`config.mk`:
```
export PLATFORM = sky130hd
export DESIGN_NAME = serial_subtractor_flat
export DESIGN_NICKNAME = d
export VERILOG_FILES = /design/src/rtl/serial_subtractor_if.sv /design/src/rtl/serial_subtractor.sv /design/src/flat_wrapper.sv
export SDC_FILE = /design/constraint.sdc
export NUM_CORES = 1
export LEC_CHECK = 0
export CORE_MARGIN = 2
export CORE_UTILIZATION = 39
export DETAILED_ROUTE_END_ITERATION = 12
export GPL_TIMING_DRIVEN = 0
export PLACE_DENSITY = 0.68
export REMOVE_ABC_BUFFERS = 1
export SLEW_MARGIN = 25
export SYNTH_ARGS = -nofsm -noshare
export SYNTH_HDL_FRONTEND = slang
export SYNTH_SLANG_ARGS = --single-unit
```
`constraint.sdc`:
```
create_clock -name clk -period 2.2 [get_ports clk]
set_input_delay 0.33 -clock clk [delete_from_list [all_inputs] [get_ports clk]]
set_output_delay 0.33 -clock clk [all_outputs]
set_load 0.01 [all_outputs]
```
`src/rtl/serial_subtractor_if.sv`:
```
// Handshake and result bundle between an operand-issuing controller (master)
// and the bit-serial subtractor (slave).
interface serial_subtractor_if #(
  parameter int WIDTH = 8
);
  logic             start;
  logic [WIDTH-1:0] a_in;
  logic [WIDTH-1:0] b_in;
  logic             bin;
  logic             busy;
  logic             done;
  logic [WIDTH-1:0] diff_out;
  logic             bout;
  logic             ovf;

  modport master (
    output start, a_in, b_in, bin,
    input  busy, done, diff_out, bout, ovf
  );

  modport slave (
    input  start, a_in, b_in, bin,
    output busy, done, diff_out, bout, ovf
  );
endinterface

```
`src/rtl/serial_subtractor.sv`:
```
// Bit-serial subtractor: a - b - bin, LSB first, one bit per clock, using a
// single full-subtractor cell wrapped around one borrow flop.
module serial_subtractor #(
  parameter int WIDTH = 8
) (
  input  logic                clk,
  input  logic                rst_n,
  serial_subtractor_if.slave  bus
);

  localparam int CNT_W = (WIDTH > 1) ? $clog2(WIDTH) : 1;

  typedef enum logic [1:0] {
    S_IDLE  = 2'd0,
    S_SHIFT = 2'd1,
    S_DONE  = 2'd2
  } state_t;

  state_t           r_state;
  state_t           w_next_state;

  logic [WIDTH-1:0] r_a_sh;
  logic [WIDTH-1:0] r_b_sh;
  logic [WIDTH-1:0] r_res_sh;
  logic             r_brw;
  logic [CNT_W-1:0] r_cnt;
  logic [WIDTH-1:0] r_diff;
  logic             r_bout;
  logic             r_ovf;

  logic             w_accept;
  logic             w_last;
  logic             w_a;
  logic             w_b;
  logic             w_d;
  logic             w_bw;
  logic [WIDTH-1:0] w_res_next;

  // Full-subtractor cell on the current LSBs plus the running borrow
  always_comb begin
    w_a        = r_a_sh[0];
    w_b        = r_b_sh[0];
    w_d        = w_a ^ w_b ^ r_brw;
    w_bw       = (~w_a & w_b) | (w_b & r_brw) | (~w_a & r_brw);
    w_res_next = {w_d, r_res_sh[WIDTH-1:1]};
    w_accept   = (r_state == S_IDLE) && bus.start;
    w_last     = (r_cnt == CNT_W'(WIDTH - 1));
  end

  // State register
  always_ff @(posedge clk or negedge rst_n) begin
    if (!rst_n) begin
      r_state <= S_IDLE;
    end else begin
      r_state <= w_next_state;
    end
  end

  // Next-state logic and status outputs
  always_comb begin
    w_next_state = r_state;
    bus.busy     = 1'b0;
    bus.done     = 1'b0;
    case (r_state)
      S_IDLE: begin
        if (bus.start) w_next_state = S_SHIFT;
      end
      S_SHIFT: begin
        bus.busy = 1'b1;
        if (w_last) w_next_state = S_DONE;
      end
      S_DONE: begin
        bus.busy     = 1'b1;
        bus.done     = 1'b1;
        w_next_state = S_IDLE;
      end
      default: w_next_state = S_IDLE;
    endcase
  end

  // Operand capture, serial shifting and result registration
  always_ff @(posedge clk or negedge rst_n) begin
    if (!rst_n) begin
      r_a_sh   <= '0;
      r_b_sh   <= '0;
      r_res_sh <= '0;
      r_brw    <= 1'b0;
      r_cnt    <= '0;
      r_diff   <= '0;
      r_bout   <= 1'b0;
      r_ovf    <= 1'b0;
    end else if (w_accept) begin
      r_a_sh <= bus.a_in;
      r_b_sh <= bus.b_in;
      r_brw  <= bus.bin;
      r_cnt  <= '0;
    end else if (r_state == S_SHIFT) begin
      r_res_sh <= w_res_next;
      r_a_sh   <= {1'b0, r_a_sh[WIDTH-1:1]};
      r_b_sh   <= {1'b0, r_b_sh[WIDTH-1:1]};
      r_brw    <= w_bw;
      if (w_last) begin
        // On the last bit the shifters hold the operand MSBs, so the
        // signed-overflow test can use them directly alongside w_d.
        r_cnt  <= '0;
        r_diff <= w_res_next;
        r_bout <= w_bw;
        r_ovf  <= (w_a != w_b) && (w_d != w_a);
      end else begin
        r_cnt <= r_cnt + 1'b1;
      end
    end
  end

  assign bus.diff_out = r_diff;
  assign bus.bout     = r_bout;
  assign bus.ovf      = r_ovf;

endmodule

```
`src/flat_wrapper.sv`:
```
// flat-port wrapper written by rule: the top's interface ports become plain ports
module serial_subtractor_flat 
#(
  parameter int WIDTH = 8
)
  (clk, rst_n, bus_start, bus_a_in, bus_b_in, bus_bin, bus_busy, bus_done, bus_diff_out, bus_bout, bus_ovf);
  serial_subtractor_if #(.WIDTH(WIDTH)) bus_i ();
  input  logic clk;
  input  logic rst_n;
  input wire logic [$bits(bus_i.start)-1:0] bus_start;
  input wire logic [$bits(bus_i.a_in)-1:0] bus_a_in;
  input wire logic [$bits(bus_i.b_in)-1:0] bus_b_in;
  input wire logic [$bits(bus_i.bin)-1:0] bus_bin;
  output wire logic [$bits(bus_i.busy)-1:0] bus_busy;
  output wire logic [$bits(bus_i.done)-1:0] bus_done;
  output wire logic [$bits(bus_i.diff_out)-1:0] bus_diff_out;
  output wire logic [$bits(bus_i.bout)-1:0] bus_bout;
  output wire logic [$bits(bus_i.ovf)-1:0] bus_ovf;
  assign bus_i.start = bus_start;
  assign bus_i.a_in = bus_a_in;
  assign bus_i.b_in = bus_b_in;
  assign bus_i.bin = bus_bin;
  assign bus_busy = bus_i.busy;
  assign bus_done = bus_i.done;
  assign bus_diff_out = bus_i.diff_out;
  assign bus_bout = bus_i.bout;
  assign bus_ovf = bus_i.ovf;
  serial_subtractor #(.WIDTH(WIDTH)) u_core (.clk(clk), .rst_n(rst_n), .bus(bus_i));
endmodule
```
=== Yosys cells after proc, flatten, opt, wreduce, memory -nomap -nowiden ===
Cells that the tools add are included.

* Bits in registers: 40
* Input port bits: 20
* Output and inout port bits: 12
* Logic and storage cells: 48

* Add/subtract/negate cells: 1
* Equal/unequal tests: 7
* Mux-type cells: 14
* Bitwise logic cells: 9
* Reduce and logical (&&, ||, !) cells: 8

{| class="wikitable"
|+ Operators by type and width
! operator !! count
|-
| 8-bit 2-to-1 mux || 4
|-
| 3-bit 2-to-1 mux || 3
|-
| 1-bit 2-to-1 mux || 4
|-
| 2-bit 2-to-1 mux || 2
|-
| 2-bit one-hot mux with 2 select lines || 1
|-
| 2-bit AND reduction || 2
|-
| 3-bit by 1-bit adder with 3-bit output (second input constant) || 1
|-
| 1-bit bitwise AND || 3
|-
| 3-bit == test (second input constant) || 1
|-
| 3-bit AND reduction || 1
|-
| 2-bit by 1-bit == test with 1-bit output (second input constant) || 1
|-
| 2-bit == test (second input constant) || 1
|-
| 1-bit logical AND || 2
|-
| 2-bit zero test || 1
|-
| 1-bit != test || 2
|-
| 2-bit by 1-bit != test with 1-bit output (second input constant) || 1
|-
| 2-bit != test (second input constant) || 1
|-
| 1-bit inverter || 2
|-
| 1-bit OR || 2
|-
| 2-bit nonzero test || 1
|-
| 2-bit OR reduction || 1
|-
| 1-bit bitwise XOR || 2
|}

=== Depth between registers and ports, before layout ===
* Word-level depth: 6
* Gate-level depth with buffers: 7
* Mapped depth without buffers: 5

=== Worst setup path before layout ===
OpenSTA, ideal clock, no wires.

* Path type: reg2reg
* Start: reg u_core.r_state[1]
* End: reg u_core.r_state[0]
* Arrival time: 1335 ps
* Data required time: 2075 ps
* Slack: 740 ps
* Cell stages (with the launch flop): 7
* Buffers on the path: 1
* Period minus slack after synthesis: 1460 ps
* Cell sequence: dfrtp_1 > inv_1 > ha_1 > buf_6 > nor2b_4 > a21oi_2 > mux2_4

* Cells in the longest elaborated chain, start to end: 3

{| class="wikitable"
|+ RTL lines
! what !! line !! RTL
|-
| start, declared || serial_subtractor.sv:19 || <nowiki>state_t r_state;</nowiki>
|-
| start signal, assigned || serial_subtractor.sv:55 || <nowiki>r_state <= w_next_state;</nowiki>
|-
| 2-bit by 1-bit == test with 1-bit output / 2-bit zero test (equally long branches) || serial_subtractor.sv:64 || <nowiki>case (r_state)</nowiki>
|-
| 2-bit by 1-bit != test with 1-bit output (no line) / 2-bit != test (equally long branches) || n/a ||
|-
| 2-bit AND reduction (no line) || n/a ||
|}

Several ways; a longest one is shown, not always the timed one.
A chain may end at the register's enable or synchronous reset.

=== Worst setup path after layout ===
* Start: reg u_core.r_state[0]
* End: out bus_busy

* Cells in the longest elaborated chain, start to end: 3

{| class="wikitable"
|+ RTL lines
! what !! line !! RTL
|-
| 2-bit == test / 2-bit by 1-bit == test with 1-bit output (equally long branches) || serial_subtractor.sv:64 ||
|-
| 2-bit OR reduction (no line) * || n/a ||
|-
| 1-bit 2-to-1 mux * || serial_subtractor.sv:64 ||
|-
| end, declared || flat_wrapper.sv:14 || <nowiki>output wire logic [$bits(bus_i.busy)-1:0] bus_busy;</nowiki>
|}

Mark *: on every way between the ends. The rest lies on a longest branch, timed or not.

==> results.ini <==
[logic_synthesis]
postSynthRegisterBits = 39
yosys-top-cells-area = sky130_fd_sc_hd__dfrtp_1 (54%), sky130_fd_sc_hd__mux2i_1 (10%), sky130_fd_sc_hd__mux2_2 (5.6%), sky130_fd_sc_hd__ha_1 (5.5%), sky130_fd_sc_hd__mux2_4 (5.0%)
synth.cell_area_um2 = 1820
synth.largest_area_cell = sky130_fd_sc_hd__dfrtp_1
synth_top_area_frac = 0.538
synth_cells = 146
yosysUniqueCellTypes = 20
synthesis.area_per_instance_um2 = 12.4
synth-seq-area-share = 0.538
ys_warn_count = 0

[floorplan]
ios = 32
placement_rows = 24
initial_utilization = 0.411
chipWidth_um = 72.2
design.die.area_um2 = 5220
core_area_um2 = 4410
fp.dieH_um = 72.2

[global_route]
antenna_found_initial = 0
grtUsageTotal = 0.131
globalRoute.busiestLayer = met2
grt_util_met1 = 0.158
met2_usage = 0.215
maximum_number_of_pins_on_one_net_before_global_route_repair = 27
grt_overflow_total = 0
vias_in_the_first_global_route = 1170
met3_track_demand_over_resource_in_global_routing = 0.0472
grt_first_pass_wirelength_um = 5220

[power]
leakage_power_nw = 1.05
vdd_drop_max_uv = 457
power-per-cell-area_nw_per_um2 = 1340

[worst_setup_path]
critical_path_arrival_ps = 1610
setup.worst_path.class = flip-flop to primary output
timing.critical_path.slowest_stage_cell = sky130_fd_sc_hd__clkdlybuf4s50_1
critical_path.cell_chain = inv_1, ha_1, clkdlybuf4s50_1
r2r_cells = 5
crit-reg2reg-launch = u_core.r_state[1]
cp_data_required_time_ps = 1870
worst_setup_path_end_kind = primary output
path_delay_family = buffers and inverters
crit_buf_inv = 2
worst_path_fanout_max = 4
max_stage_delay_ps = 530
r2r_end = u_core.r_state[1]
ff2ff_setup_slack_ps = 360
critPathLaunchType = flip-flop

[timing]
totalNegativeSetupSlack_ps = 0
slew-limit-headroom = 0.624
final.setup_skew_ps = 4.55
final_min_period_ps = 1940
actual_transition_at_the_worst_max_transition_pin_ps = 564
timing_hold_violations_final = 0
postLayoutSetupSlackWorst_ps = 257
final-max-slew-violation-count = 0
min_period_over_period = 0.883
rsz0062_at_grt = false
timing.final.setup_violations = 0
fmaxAchievable_ghz = 0.515

[drt]
drt_pass1_iterations = 4
avgViaCountPerCell = 4.90
drt_iter0_drc = 68
wl_per_cell_um = 12.6
detail_route.wirelength_um = 2930
drc = 0
via_count = 1137
detail-route-antenna-nets = 0

[clock_network]
cts_tree = yes
clk_pin_slew_worst_setup_hold_paths_ps = 70
ctsLongestPathBuffers = 2
cts.root.buffer_cell = sky130_fd_sc_hd__clkbuf_8
ctsHtreeMaxLevel = 2
post-cts-setup-buffer-count = 0
clk_latency_ps = 280
clock_net_sink_count = 39
numCtsBuffers = 5

[placement]
place_hpwl_um = 2140
gpl.final_weighted_congestion = 0.720
place_worst_setup_slack_ps = -11.1
port_buffers = 31

[hold_path]
min_path_cells = 2
endpoint_with_the_worst_hold_slack = u_core.bus.diff_out[6]
min_from = u_core.bus.diff_out[6]
worstHoldPathType = flip-flop to flip-flop

[finish]
n_fill_cell = 400
num-nets-final = 208
syn2layout_area_growth_pct = 24.5
insertedDiodeCount = 0
drive_above_1_share = 0.161
final_common_cell = sky130_fd_sc_hd__dfrtp_1
layout.cells.most_common_list = sky130_fd_sc_hd__dfrtp_1 (39), sky130_fd_sc_hd__clkdlybuf4s50_1 (30), sky130_fd_sc_hd__nand2_1 (22)

[run]
drv_cap = 0

[run_status]
status = completed

[stage by stage]
step	cell area, um2	instances	hold slack [ps]	power [mW]	util
final	2260	232	482	3.02	0.512
after global routing	2260	232	500	3.26	0.512
after CTS	2260	232	487	3.06	0.512
after floorplan	1750	138	34.4	2.10	-
after detailed placement	2150	223	266	2.54	0.486
after global placement	2120	221	467	2.45	0.480
[layout make-up]
class                   instances  area (um2)  share of cell area
clock buffers                   8         100              0.0443
inverters                       6        22.5             0.00997
multi-input cells              93         749               0.332
flip-flops and latches         39         976               0.432
well taps                      52        65.1              0.0288
repair buffers                 34         347               0.153
[worst reg2reg max path, cell delays in order (launching register included)]
cell and delay [ps]:
sky130_fd_sc_hd__dfrtp_1 400, sky130_fd_sc_hd__inv_1 130, sky130_fd_sc_hd__ha_2 570, sky130_fd_sc_hd__nor2b_4 280, sky130_fd_sc_hd__a21oi_2 60, sky130_fd_sc_hd__mux2_4 290
[cells in the mapped netlist, drive strengths merged]
master and n:
dfrtp 39, nand2 23, mux2i 19, o21ai 19, mux2 15, buf 8, ha 8, inv 6
nor2 3, a21oi 1, and2 1, fa 1, nor2b 1, o31ai 1, xor2 1
[how the worst max path moves through the flow]
stage	startpoint	end	slack, ps	depth (start not counted)
2_1_floorplan	u_core.r_state[1]	u_core.r_state[0]	260	5
3_3_place_gp	rst_n	u_core.r_a_sh[7]	-70	1
3_5_place_dp	u_core.r_state[1]	u_core.r_state[0]	-10	5
4_1_cts	u_core.r_state[0]	bus_busy	240	3
5_1_grt	u_core.r_state[0]	bus_busy	170	3
6_report	u_core.r_state[0]	bus_busy	260	3
[report_power, final]
group / internal [mW] / switching (mW) / leakage (nW) / total [mW]
registers: 1.03 / 0.188 / 0.497 / 1.22
logic: 0.693 / 0.584 / 0.497 / 1.28
clock network: 0.286 / 0.231 / 0.0515 / 0.517
[routing by layer]
layer / up-vias / routed length, um
li1: 559 / -
met5: - / 0
met2: 32 / 1390
met3: 4 / 174
met1: 542 / 1350
met4: 0 / 23
[what timing repair did]
item	4_1_cts	5_1_grt
endpoints found under the setup margin	2	0
hold endpoints to repair	14	0
hold buffers	1	0
gates resized for setup	1	0
[cells by family after synthesis]
family | share of synthesized area
DFF | 0.538
muxes | 0.210
and+or+nand+nor | 0.0689
AOI/OAI and AO/OA | 0.0613
buffers and inverters | 0.0510
adders and majority gates | 0.0662
xor gates and xnor gates | 0.00483
[flip-flops by register name (all words and copies together) (netlist names)]
name	count
u_core.r_brw	1
u_core.r_a_sh	8
u_core.r_cnt	3
u_core.r_b_sh	8
u_core.bus.bout	1
u_core.bus.ovf	1
u_core.r_state	2
u_core.r_res_sh	7
u_core.bus.diff_out	8
Note: power is estimated with default switching activity, not from simulation.
